[src/rtl/dma_onchip_copy_master.sv]
// Avalon-MM master that copies a block of words inside a dual-port on-chip RAM.
// Optional running checksum of copied words when DMA_COPY_CHECKSUM_EN is defined.
module dma_onchip_copy_master #(
  parameter int ADDR_W = 11,
  parameter int DATA_W = 32,
  parameter int LEN_W  = 12
) (
  input  logic                clk,
  input  logic                reset,
  input  logic                start,
  input  logic [ADDR_W-1:0]   src_addr,
  input  logic [ADDR_W-1:0]   dst_addr,
  input  logic [LEN_W-1:0]    length,
  output logic                busy,
  output logic                done,
  output logic                error,
  output logic [LEN_W-1:0]    words_left,
  output logic [ADDR_W-1:0]   address,
  output logic [DATA_W/8-1:0] byteenable,
  output logic                chipselect,
  output logic                write,
  output logic                debugaccess,
  output logic [DATA_W-1:0]   writedata,
  input  logic [DATA_W-1:0]   readdata
`ifdef DMA_COPY_CHECKSUM_EN
  ,
  output logic [DATA_W-1:0]   checksum
`endif
);

  localparam int BE_W = DATA_W / 8;
  localparam logic [LEN_W-1:0]  MAX_LEN  = LEN_W'(2 ** ADDR_W);
  localparam logic [LEN_W-1:0]  LEN_ONE  = {{(LEN_W-1){1'b0}}, 1'b1};
  localparam logic [LEN_W-1:0]  LEN_ZERO = {LEN_W{1'b0}};
  localparam logic [ADDR_W-1:0] PTR_ONE  = {{(ADDR_W-1){1'b0}}, 1'b1};

  typedef enum logic [2:0] {
    IDLE = 3'd0,
    RD   = 3'd1,
    CAP  = 3'd2,
    WR   = 3'd3,
    FIN  = 3'd4
  } state_t;

  state_t            state_r;
  state_t            state_nxt_s;
  logic [ADDR_W-1:0] src_ptr_r;
  logic [ADDR_W-1:0] dst_ptr_r;
  logic [ADDR_W-1:0] src_nxt_s;
  logic [ADDR_W-1:0] dst_nxt_s;
  logic [LEN_W-1:0]  left_nxt_s;
  logic              oversize_r;
  logic              oversize_nxt_s;
  logic              accept_s;
  logic              cs_nxt_s;
  logic              wr_nxt_s;

  // Next-state, pointer and counter decode
  always_comb begin
    state_nxt_s    = state_r;
    src_nxt_s      = src_ptr_r;
    dst_nxt_s      = dst_ptr_r;
    left_nxt_s     = words_left;
    oversize_nxt_s = oversize_r;
    accept_s       = 1'b0;
    case (state_r)
      IDLE: begin
        if (start) begin
          accept_s       = 1'b1;
          src_nxt_s      = src_addr;
          dst_nxt_s      = dst_addr;
          left_nxt_s     = length;
          oversize_nxt_s = (length > MAX_LEN);
          if ((length == LEN_ZERO) || (length > MAX_LEN)) begin
            state_nxt_s = FIN;
          end else begin
            state_nxt_s = RD;
          end
        end else begin
          state_nxt_s = IDLE;
        end
      end
      RD: begin
        state_nxt_s = CAP;
      end
      CAP: begin
        state_nxt_s = WR;
      end
      WR: begin
        // Pointers wrap naturally at 2**ADDR_W
        src_nxt_s  = src_ptr_r + PTR_ONE;
        dst_nxt_s  = dst_ptr_r + PTR_ONE;
        left_nxt_s = words_left - LEN_ONE;
        if (words_left == LEN_ONE) begin
          state_nxt_s = FIN;
        end else begin
          state_nxt_s = RD;
        end
      end
      FIN: begin
        left_nxt_s     = LEN_ZERO;
        oversize_nxt_s = 1'b0;
        state_nxt_s    = IDLE;
      end
      default: begin
        state_nxt_s = IDLE;
      end
    endcase
  end

  // Memory strobes are decoded from the next state so they align with RD/WR
  always_comb begin
    cs_nxt_s = 1'b0;
    wr_nxt_s = 1'b0;
    if ((state_nxt_s == RD) || (state_nxt_s == WR)) begin
      cs_nxt_s = 1'b1;
    end else begin
      cs_nxt_s = 1'b0;
    end
    if (state_nxt_s == WR) begin
      wr_nxt_s = 1'b1;
    end else begin
      wr_nxt_s = 1'b0;
    end
  end

  // State, pointer and length bookkeeping
  always_ff @(posedge clk or posedge reset) begin
    if (reset) begin
      state_r    <= IDLE;
      src_ptr_r  <= {ADDR_W{1'b0}};
      dst_ptr_r  <= {ADDR_W{1'b0}};
      words_left <= LEN_ZERO;
      oversize_r <= 1'b0;
    end else begin
      state_r    <= state_nxt_s;
      src_ptr_r  <= src_nxt_s;
      dst_ptr_r  <= dst_nxt_s;
      words_left <= left_nxt_s;
      oversize_r <= oversize_nxt_s;
    end
  end

  // Registered memory-port outputs; address/data hold while deselected
  always_ff @(posedge clk or posedge reset) begin
    if (reset) begin
      address     <= {ADDR_W{1'b0}};
      byteenable  <= {BE_W{1'b0}};
      chipselect  <= 1'b0;
      write       <= 1'b0;
      debugaccess <= 1'b0;
      writedata   <= {DATA_W{1'b0}};
    end else begin
      chipselect  <= cs_nxt_s;
      write       <= wr_nxt_s;
      debugaccess <= wr_nxt_s;
      if (state_nxt_s == RD) begin
        address    <= src_nxt_s;
        byteenable <= {BE_W{1'b1}};
      end else if (state_nxt_s == WR) begin
        address    <= dst_nxt_s;
        byteenable <= {BE_W{1'b1}};
      end else begin
        address    <= address;
        byteenable <= byteenable;
      end
      // readdata is valid in CAP; writedata doubles as the data latch
      if (state_r == CAP) begin
        writedata <= readdata;
      end else begin
        writedata <= writedata;
      end
    end
  end

  // Handshake outputs: done/error follow the FIN state by one cycle
  always_ff @(posedge clk or posedge reset) begin
    if (reset) begin
      busy  <= 1'b0;
      done  <= 1'b0;
      error <= 1'b0;
    end else begin
      busy  <= (state_nxt_s != IDLE);
      done  <= (state_r == FIN);
      error <= (state_r == FIN) && oversize_r;
    end
  end

`ifdef DMA_COPY_CHECKSUM_EN
  // Running modulo-2**DATA_W sum of every captured word
  always_ff @(posedge clk or posedge reset) begin
    if (reset) begin
      checksum <= {DATA_W{1'b0}};
    end else if (accept_s) begin
      checksum <= {DATA_W{1'b0}};
    end else if (state_r == CAP) begin
      checksum <= checksum + readdata;
    end else begin
      checksum <= checksum;
    end
  end
`endif

endmodule

[config.mk]
export PLATFORM = sky130hd
export DESIGN_NAME = dma_onchip_copy_master
export DESIGN_NICKNAME = d
export VERILOG_FILES = /design/src/rtl/dma_onchip_copy_master.sv
export SDC_FILE = /design/constraint.sdc
export NUM_CORES = 1
export LEC_CHECK = 0
export ABC_AREA = 1
export CAP_MARGIN = 20
export CORE_MARGIN = 2
export CORE_UTILIZATION = 44
export CTS_CLUSTER_SIZE = 20
export DETAILED_ROUTE_END_ITERATION = 7
export PLACE_DENSITY_LB_ADDON = 0.05
export SYNTH_ARGS = -nofsm -noshare
export SYNTH_HDL_FRONTEND = slang
export SYNTH_SLANG_ARGS = --single-unit
[constraint.sdc]
create_clock -name clk -period 6.5 [get_ports clk]
set_input_delay 1.95 -clock clk [delete_from_list [all_inputs] [get_ports clk]]
set_output_delay 1.95 -clock clk [all_outputs]
set_load 0.02 [all_outputs]
==> results_dict.tcl <==
set metrics [dict create \
    use_met1_pct 31.6 \
    crit_path_cell_trace "clkdlybuf4s50_1, nand2_2, clkinv_4, nand3_4, nand2_1, nand3_1, nand2_1, nor2_1" \
    cts_hold_buffers 0 \
    drive_gt1_share_pct 5.64 \
    p_total_mw 3.20 \
    antenna_found_initial 0 \
    clock_skew_ns 0.0102 \
    synth_top_flop_cell "dfrtp_1" \
    area_growth_pct 34.8 \
    critPathTopFamily "buffers and inverters" \
    rsz0062_at_grt "false" \
    die_w_um 106 \
    gp_congestion 0.897 \
    max_freq_ghz 0.250 \
    grtUsageTotal_pct 23.2 \
    synth_area_mm2 0.00461 \
    clock_path_buffers 2 \
    ys_seq_area_share_pct 47.2 \
    grt_max_degree 57 \
    rows 37 \
    via_per_inst 5.09 \
    avgSynthCellArea_um2 7.49 \
    cp_common_cell "nand2_1" \
    die_area_mm2 0.0113 \
    num_vias 4486 \
    fillers 954 \
    grtUsageMet2_pct 36.9 \
    cap_violations 0 \
    wl_um 12800 \
    synth-edff-count 0 \
    initialDrtViolationCount 339 \
    slew_headroom_pct 46.7 \
    post-route-period-util_pct 61.5 \
    critical_path_class "input pin to register" \
    tightest_slew_ns 0.797 \
    synthTopCellsByCount "nand2_1, dfrtp_1, inv_1, nand3_1, o21ai_0" \
    outcome "finished clean" \
    synth_seq_cells 87 \
    crit_fanout 24 \
    seq_area_mm2 0.00218 \
    hp-class "register to register" \
    finalCriticalPeriod_ns 4.00 \
    cp_slowest_stage_delay_ns 0.99 \
    synth_top_area_cell "dfrtp_1" \
    pre_cts_ws_ns 2.16 \
    synth_top_area_share_pct 47.2 \
    cts_buffers 9 \
    final_cells 881 \
    drv_slew 0 \
    final_nets 813 \
    core_area_mm2 0.0102 \
    critPathLaunchType "input pin" \
    synth_cells 616 \
    synth.most_common_cell "nand2_1" \
    hold_viol_final 0 \
    grt_pass1_wl_um 20800 \
    start_util_pct 45.1 \
    yosys_warnings 0 \
    crit_arrival_ns 4.25 \
    clock_latency_ns 0.35 \
    portBuffers 133 \
    ys_types 35 \
    synth_area_leaders "dfrtp_1, nand2_1, nand3_1" \
    ctsResizeCount 0 \
    clk_pin_slew_worst_paths_ns 0.09 \
    ir_worst_vdd_mv 0.218 \
    syn_nets 689 \
    p_leak_nw 2.94 \
    clock_sinks 87 \
    multi_input_comb_area_mm2 0.00204 \
    p_per_area_mw_per_mm2 515 \
    drtPass1Iterations 5 \
    setup_viol 0 \
    placedCellCount 864 \
    diodes 0 \
    grtUsageMet3_pct 5.64 \
    cts_tree "built" \
    synth_async_sr_flop_share_pct 100 \
    cpMaxStageDelayCell "clkdlybuf4s50_1" \
    dp_hpwl_um 9160 \
    ant_nets 0 \
    root_buffer "clkbuf_8" \
    drc 0 \
    cts.htree.levels 3 \
    hold_ws_ns 0.484 \
    worstSetupEndpointType "register" \
    grt_pass1_vias 4293 \
    setup_tns_ns 0 \
    wl_per_cell_um 14.5 \
    ioPinCount 134 \
    grt_remaining_overflow 0 \
    top_usage_layer "met2" \
    setup_slack_ns 2.50 \
    required_ns 6.75 \
    cts_setup_buffers 0 \
    crit_buf_inv 2 \
    die_height_um 106 \
]
[placed cells by master, fill, tap and decap left out, types with 2 or more instances in the layout]
master / synthesis / routed
o21ai_1: 3 / 3
ha_1: 4 / 4
nand3b_1: 4 / 4
nand3_1: 57 / 57
o22ai_1: 3 / 3
nor3_1: 3 / 3
inv_1: 58 / 57
o211ai_1: 8 / 8
nor2_1: 39 / 39
nand2_4: 3 / 3
a22oi_1: 4 / 4
clkdlybuf4s50_1: 0 / 133
clkinv_2: 0 / 3
bufinv_16: 0 / 2
or2_2: 2 / 2
o21ai_0: 40 / 40
clkinvlp_4: 0 / 2
inv_2: 6 / 6
nand4_1: 9 / 9
nand2_2: 4 / 4
nand2_1: 229 / 229
nor2_2: 3 / 3
clkbuf_8: 0 / 9
a21oi_1: 15 / 15
dfrtp_1: 87 / 87
or2_1: 2 / 2
buf_4: 7 / 3
[cells by family (layout without fill, tap and decap cells)]
kind of cell	after synthesis	after routing	synth area share [%]
buffers and inverters	89	218	8.68
and+or+nand+nor	359	359	33.5
adders and majority gates	4	4	1.08
DFF	87	87	47.2
AOI/OAI and AO/OA	77	77	9.57
[report_power, final]
| part | total, mW | internal [mW] | switching (mW) |
|---|---|---|---|
| clock network | 0.413 | 0.216 | 0.198 |
| logic | 1.78 | 0.683 | 1.10 |
| registers | 1.01 | 0.804 | 0.208 |
[state kept, by name, summed over array words and instances (netlist names)]
signal,flops
error,1
oversize_r,1
address,11
byteenable,1
src_ptr_r,11
chipselect,1
state_r,3
words_left,12
dst_ptr_r,11
writedata,32
debugaccess,1
busy,1
done,1
[final timing paths]
check / from / end / slack [ns] / depth (start not counted)
max reg2reg: state_r[0]$_DFF_PP0_ / address[6]$_DFFE_PP0P_ / 4.17 / 8
min reg2reg: writedata[21]$_DFFE_PP0P_ / writedata[21]$_DFFE_PP0P_ / 0.48 / 2
min: writedata[21]$_DFFE_PP0P_ / writedata[21]$_DFFE_PP0P_ / 0.48 / 2
max in group asynchronous: reset / dst_ptr_r[4]$_DFF_PP0_ / 3.57 / 4
max: start / address[5]$_DFFE_PP0P_ / 2.50 / 8
min in group asynchronous: reset / writedata[12]$_DFFE_PP0P_ / 1.93 / 2
[layer usage]
metal / share of wire [%] / vias to the layer above
met5: 0 / -
met4: 1.2 / 0
met3: 7.2 / 16
met2: 46 / 149
met1: 46 / 2113
li1: - / 2208
[cell type report]
cell class,instances,share of cell area [%]
Clock inverter,6,1.37
Timing Repair Buffer,137,22.1
Clock buffer,10,2.05
Inverter,65,4.02
Tap cell,136,2.74
Multi-Input combinational cell,440,32.7
Sequential cell,87,35.0
[through the flow]
| step | cell area [µm²] | utilization (%) |
|---|---|---|
| 4_1_cts | 6200 | 60.6 |
| 2_1_floorplan | 4610 | - |
| 6_report | 6220 | 60.8 |
| 3_5_place_dp | 5990 | 58.5 |
| 5_1_grt | 6220 | 60.8 |
| 3_3_place_gp | 5990 | 58.5 |
[tightest hold or removal path: stages (launching register included)]
cell and delay (ns):
dfrtp_1 0.35, nand2_1 0.06, nand2_1 0.05
Note: power is estimated with default switching activity, not from simulation.
